## src/rtl/pipelined_add_sub_if.sv

```systemverilog
// Operand/result handshake bundle for pipelined_add_sub.
// The master drives operands and consumes results; the slave is the adder.
interface pipelined_add_sub_if #(
  parameter int unsigned WIDTH = 16
) ();
  logic             in_valid;
  logic             in_ready;
  logic [WIDTH-1:0] A;
  logic [WIDTH-1:0] B;
  logic             sel;
  logic             out_valid;
  logic             out_ready;
  logic [WIDTH-1:0] S;
  logic             cout;
  logic             ovf;
  logic             zero;

  modport master (
    output in_valid, A, B, sel, out_ready,
    input  in_ready, out_valid, S, cout, ovf, zero
  );

  modport slave (
    input  in_valid, A, B, sel, out_ready,
    output in_ready, out_valid, S, cout, ovf, zero
  );
endinterface

```

## src/rtl/pipelined_add_sub.sv

```systemverilog
// Two's-complement adder/subtractor with the carry chain cut into CHUNK-bit pipeline stages.
// Valid/ready at both ends; the whole pipe freezes while the output is stalled.
module pipelined_add_sub #(
  parameter int unsigned WIDTH = 16,
  parameter int unsigned CHUNK = 4
) (
  input logic                clk,
  input logic                nrst,
  pipelined_add_sub_if.slave bus
);

  localparam int unsigned STAGES = (CHUNK == 0) ? 1 : WIDTH / CHUNK;
  localparam int unsigned LAST   = STAGES - 1;

  if (CHUNK == 0 || (WIDTH % CHUNK) != 0) begin : g_bad_params
    $fatal(1, "pipelined_add_sub: WIDTH must be a non-zero multiple of CHUNK");
  end

  logic stall;

  assign stall        = g_stage[LAST].valid_q & ~bus.out_ready;
  assign bus.in_ready = ~stall;

  // Each stage carries the full operands (skew) and the partial sum (deskew) forward;
  // bits that are never consumed downstream are trimmed by synthesis.
  for (genvar k = 0; k < STAGES; k++) begin : g_stage
    logic             valid_in;
    logic [WIDTH-1:0] a_in;
    logic [WIDTH-1:0] b_in;
    logic [WIDTH-1:0] sum_in;
    logic             c_in;
    logic [CHUNK:0]   slice;
    logic [WIDTH-1:0] sum_d;

    logic             valid_q;
    logic [WIDTH-1:0] a_q;
    logic [WIDTH-1:0] b_q;
    logic [WIDTH-1:0] sum_q;
    logic             carry_q;

    if (k == 0) begin : g_first
      assign valid_in = bus.in_valid;
      assign a_in     = bus.A;
      assign b_in     = bus.B ^ {WIDTH{bus.sel}};
      assign c_in     = bus.sel;
      assign sum_in   = '0;
    end else begin : g_rest
      assign valid_in = g_stage[k-1].valid_q;
      assign a_in     = g_stage[k-1].a_q;
      assign b_in     = g_stage[k-1].b_q;
      assign c_in     = g_stage[k-1].carry_q;
      assign sum_in   = g_stage[k-1].sum_q;
    end

    assign slice = {1'b0, a_in[k*CHUNK +: CHUNK]} + {1'b0, b_in[k*CHUNK +: CHUNK]}
                 + {{CHUNK{1'b0}}, c_in};

    always_comb begin
      sum_d                    = sum_in;
      sum_d[k*CHUNK +: CHUNK]  = slice[CHUNK-1:0];
    end

    always_ff @(posedge clk or negedge nrst) begin
      if (!nrst) begin
        valid_q <= 1'b0;
        a_q     <= '0;
        b_q     <= '0;
        sum_q   <= '0;
        carry_q <= 1'b0;
      end else if (!stall) begin
        valid_q <= valid_in;
        a_q     <= a_in;
        b_q     <= b_in;
        sum_q   <= sum_d;
        carry_q <= slice[CHUNK];
      end
    end
  end

  // Carry into the MSB recovered from the MSB sum bit: c = a ^ b ^ s.
  logic msb_cin;
  logic ovf_d;
  logic zero_d;
  logic ovf_q;
  logic zero_q;

  assign msb_cin = g_stage[LAST].a_in[WIDTH-1] ^ g_stage[LAST].b_in[WIDTH-1]
                 ^ g_stage[LAST].sum_d[WIDTH-1];
  assign ovf_d   = msb_cin ^ g_stage[LAST].slice[CHUNK];
  assign zero_d  = (g_stage[LAST].sum_d == '0);

  always_ff @(posedge clk or negedge nrst) begin
    if (!nrst) begin
      ovf_q  <= 1'b0;
      zero_q <= 1'b0;
    end else if (!stall) begin
      ovf_q  <= ovf_d;
      zero_q <= zero_d;
    end
  end

  assign bus.out_valid = g_stage[LAST].valid_q;
  assign bus.S         = g_stage[LAST].sum_q;
  assign bus.cout      = g_stage[LAST].carry_q;
  assign bus.ovf       = ovf_q;
  assign bus.zero      = zero_q;

  logic unused_skew;
  assign unused_skew = ^{g_stage[LAST].a_q, g_stage[LAST].b_q};

endmodule

```

## src/flat_wrapper.sv

```systemverilog
// flat-port wrapper written by rule: the top's interface ports become plain ports
module pipelined_add_sub_flat 
#(
  parameter int unsigned WIDTH = 16,
  parameter int unsigned CHUNK = 4
)
  (clk, nrst, bus_in_valid, bus_A, bus_B, bus_sel, bus_out_ready, bus_in_ready, bus_out_valid, bus_S, bus_cout, bus_ovf, bus_zero);
  pipelined_add_sub_if #(.WIDTH(WIDTH)) bus_i ();
  input logic clk;
  input logic nrst;
  input wire logic [$bits(bus_i.in_valid)-1:0] bus_in_valid;
  input wire logic [$bits(bus_i.A)-1:0] bus_A;
  input wire logic [$bits(bus_i.B)-1:0] bus_B;
  input wire logic [$bits(bus_i.sel)-1:0] bus_sel;
  input wire logic [$bits(bus_i.out_ready)-1:0] bus_out_ready;
  output wire logic [$bits(bus_i.in_ready)-1:0] bus_in_ready;
  output wire logic [$bits(bus_i.out_valid)-1:0] bus_out_valid;
  output wire logic [$bits(bus_i.S)-1:0] bus_S;
  output wire logic [$bits(bus_i.cout)-1:0] bus_cout;
  output wire logic [$bits(bus_i.ovf)-1:0] bus_ovf;
  output wire logic [$bits(bus_i.zero)-1:0] bus_zero;
  assign bus_i.in_valid = bus_in_valid;
  assign bus_i.A = bus_A;
  assign bus_i.B = bus_B;
  assign bus_i.sel = bus_sel;
  assign bus_i.out_ready = bus_out_ready;
  assign bus_in_ready = bus_i.in_ready;
  assign bus_out_valid = bus_i.out_valid;
  assign bus_S = bus_i.S;
  assign bus_cout = bus_i.cout;
  assign bus_ovf = bus_i.ovf;
  assign bus_zero = bus_i.zero;
  pipelined_add_sub #(.WIDTH(WIDTH), .CHUNK(CHUNK)) u_core (.clk(clk), .nrst(nrst), .bus(bus_i));
endmodule
```

## config.mk

```make
export PLATFORM = sky130hd
export DESIGN_NAME = pipelined_add_sub_flat
export DESIGN_NICKNAME = d
export VERILOG_FILES = /design/src/rtl/pipelined_add_sub_if.sv /design/src/rtl/pipelined_add_sub.sv /design/src/flat_wrapper.sv
export SDC_FILE = /design/constraint.sdc
export NUM_CORES = 1
export LEC_CHECK = 0
export ABC_AREA = 0
export ABC_CLOCK_PERIOD_IN_PS = 2400
export CELL_PAD_IN_SITES_DETAIL_PLACEMENT = 0
export CELL_PAD_IN_SITES_GLOBAL_PLACEMENT = 1
export CORE_AREA = 2 2 123 125
export CTS_CLUSTER_DIAMETER = 60
export DETAILED_ROUTE_END_ITERATION = 16
export DIE_AREA = 0 0 125 127
export MAX_ROUTING_LAYER = met4
export PLACE_DENSITY = 0.68
export SKIP_CTS_REPAIR_TIMING = 1
export SYNTH_ARGS = -nofsm -noshare
export SYNTH_HDL_FRONTEND = slang
export SYNTH_SLANG_ARGS = --single-unit
```

## constraint.sdc

```tcl
create_clock -name clk -period 2.4 [get_ports clk]
set_input_delay 0.48 -clock clk [delete_from_list [all_inputs] [get_ports clk]]
set_output_delay 0.48 -clock clk [all_outputs]
set_load 0.01 [all_outputs]
```

==> results of run 1 <==
-- per-stage QoR --
stage,power [mW],hold slack (ps)
2_1_floorplan,4.39,184
3_3_place_gp,5.24,442
3_5_place_dp,5.30,456
4_1_cts,6.87,147
5_1_grt,7.36,177
6_report,6.75,133
-- kinds of logic (layout without fill, tap and decap cells) --
logic type                 count (synthesis)  in the layout  synth area share (%)
and+or+nand+nor                          241            241                  21.6
muxes                                      3              3                 0.961
xor gates and xnor gates                  25             25                  5.09
AOI/OAI and AO/OA                         42             42                  5.68
DFF                                       98             98                  57.1
buffers and inverters                     27             84                  2.85
adders and majority gates                 19             19                  6.75
-- power breakdown --
group | switching [mW] | leakage, nW | internal [mW]
clock network | 0.605 | 0.156 | 0.938
registers | 0.440 | 1.19 | 2.38
logic | 1.24 | 1.27 | 1.14
-- worst max-delay path by stage --
stage	from	slack [ps]	cells past startpoint	to
2_1_floorplan	bus_sel	310	8	u_core.g_stage[0].sum_q[3]
3_3_place_gp	bus_B[0]	130	6	u_core.g_stage[0].carry_q
3_5_place_dp	bus_sel	90	7	u_core.g_stage[0].sum_q[3]
4_1_cts	bus_out_ready	240	4	bus_in_ready
5_1_grt	bus_out_ready	220	4	bus_in_ready
6_report	bus_out_ready	260	4	bus_in_ready
-- final cells by class --
type | instances | area (µm²)
clock inverter | 5 | 77.6
multi-input combinational | 330 | 1730
inverter | 4 | 15.0
sequential | 98 | 2450
timing repair buffer | 64 | 658
clock buffer | 11 | 243
fill | 1508 | 9020
tap | 184 | 230
-- sequential cells by signal (all words and copies together) (netlist names) --
register,cells
u_core.g_stage.a_q,24
u_core.g_stage.b_q,24
u_core.g_stage.sum_q,24
u_core.bus.S,16
u_core.g_stage.carry_q,3
u_core.g_stage.valid_q,3
u_core.bus.cout,1
u_core.bus.out_valid,1
u_core.bus.ovf,1
u_core.bus.zero,1
-- layout by cell type, fill, tap and decap left out, drive strengths merged --
| master | synthesis | routed |
|---|---|---|
| nor4b | 1 | 1 |
| xnor2 | 18 | 18 |
| dfrtp | 98 | 98 |
| o21ai | 23 | 23 |
| a21oi | 11 | 11 |
| nand2b | 2 | 2 |
| or4 | 1 | 1 |
| nor2 | 9 | 9 |
| xor2 | 7 | 7 |
| a21o | 7 | 7 |
| nand4 | 1 | 1 |
| clkbuf | 4 | 11 |
| inv | 4 | 4 |
| clkinv | 0 | 2 |
| fa | 7 | 7 |
| clkinvlp | 0 | 1 |
| nand2 | 224 | 224 |
| ha | 12 | 12 |
| bufinv | 0 | 2 |
| nor2b | 1 | 1 |
| a31oi | 1 | 1 |
| nor4 | 2 | 2 |
| buf | 19 | 8 |
| clkdlybuf4s50 | 0 | 56 |
| mux2 | 3 | 3 |
-- worst max-delay path, stage by stage --
cell	delay, ps
clkdlybuf4s50_1	500
nor2b_4	60
inv_2	80
clkdlybuf4s50_1	540
-- per-layer routing --
| layer | vias up | GRT usage, % | part of all wire [%] |
|---|---|---|---|
| li1 | 1529 | - | - |
| met1 | 1393 | 15.5 | 51 |
| met2 | 53 | 16.8 | 43 |
| met3 | 14 | 1.97 | 3.5 |
| met4 | 0 | 5.62 | 2.6 |
| met5 | - | - | 0 |
==> out/summary.txt, run 1 <==
RSZ-0062 raised after global routing - no
TritonCTS clock tree - built
Synth top area share - 57.1%
Setup CP Type - input pin to output port
row count - 44
max cap viols - 0
share of layout cells above drive strength 1 - 5.66%
design area - 5410 µm²
port bufs - 57
Clock Tree Root - clkbuf_16
final core utilization - 37.5%
most instantiated library cell after synthesis - nand2_1
most area-consuming cells after synthesis - dfrtp_1 (57%), nand2_1 (20%), xnor2_1 (3.7%), ha_1 (3.5%), fa_1 (3.3%)
placed cell area - 5090 µm²
Core ar. - 14400 µm²
H-tree levels - 3
PwrDens - 1250 nW/µm²
WL/cell - 12.0 µm
vias in the first global route - 2982
Yosys warning total - 0
setup slack, reg-to-reg - 550 ps
period utilization - 89.3%
Rel. slew slack - 62.5%
arrival time at the worst endpoint - 1660 ps
Post-synth EDFFs - 0
post-DR vias/cell - 4.29
Slew @ Worst Pin - 563 ps
Final Wtd Congestion - 0.772
worst skew pair latency - 340 ps
initial antenna violation count - 0
final hold viol count - 0
Synth cell types - 24
DP HPWL - 5560 µm
fmax - 466 MHz
area leader, netlist - dfrtp_1
most common library cells after synthesis - nand2_1 (224), dfrtp_1 (98), o21ai_0 (23)
routed vias - 2989
final setup violation count - 0
post-route setup slack - 256 ps
ant diodes - 0
Clock Path Buffers - 2
pre-CTS WS - 88.0 ps
largest net degree at the start of global routing - 111
Startpoint Class - input pin
Non-Filler Instances - 696
Mapped Cells - 455
Primary FF master, synth - dfrtp_1
average cell area after synthesis - 9.45 µm²
worst r2r path cells - 5
Initial Util - 29.8%
# DRC - 0
WP data required - 1920 ps
post-detailed-route count of antenna-violating nets - 0
FF+latch count, synth - 98
die span in y - 127 µm
cell area after synthesis - 4300 µm²
status - finished clean
first-pass GRT wire length - 14500 µm
Hold Path Class - input pin to asynchronous set/reset pin
routed wire length - 8330 µm
CP max FO - 2
total CTS buffers - 9
initial DRC count - 234
post-synthesis sequential area ratio - 57.1%
die area - 15900 µm²
Final Critical Period - 2140 ps
Post-Syn Nets - 511
Die Wd - 125 µm
Nets - 563
Slew Viols, Final - 0
Layout area overhead - 25.8%
dpl cells - 680
Clock transition at path regs - 60 ps
Max VDD drop - 0.400 mV
Crit. End Element - output port
setup TNS - 0 ps
worst r2r dst - u_core.g_stage[1].carry_q
total gr overflow - 0
Worst Skew - 5.06 ps
Sinks on Clock Net - 98
total track usage - 11.5%
DR pass1 iterations - 4
# IOs - 58
worst reg2reg startpoint - u_core.g_stage[0].carry_q
Async S/R FF share, synth - 100%
Leak - 2.61 nW
(Power assumes the default switching activity.)
==> inputs of run 2 (changes only) <==
--- a/config.mk
+++ b/config.mk
@@ -6,7 +6,6 @@
 export NUM_CORES = 1
 export LEC_CHECK = 0
 export ABC_AREA = 0
-export ABC_CLOCK_PERIOD_IN_PS = 2400
 export CELL_PAD_IN_SITES_DETAIL_PLACEMENT = 0
 export CELL_PAD_IN_SITES_GLOBAL_PLACEMENT = 1
 export CORE_AREA = 2 2 123 125
==> results of run 2 <==
Final layout, timing and power as in run 1 (identical DEF).
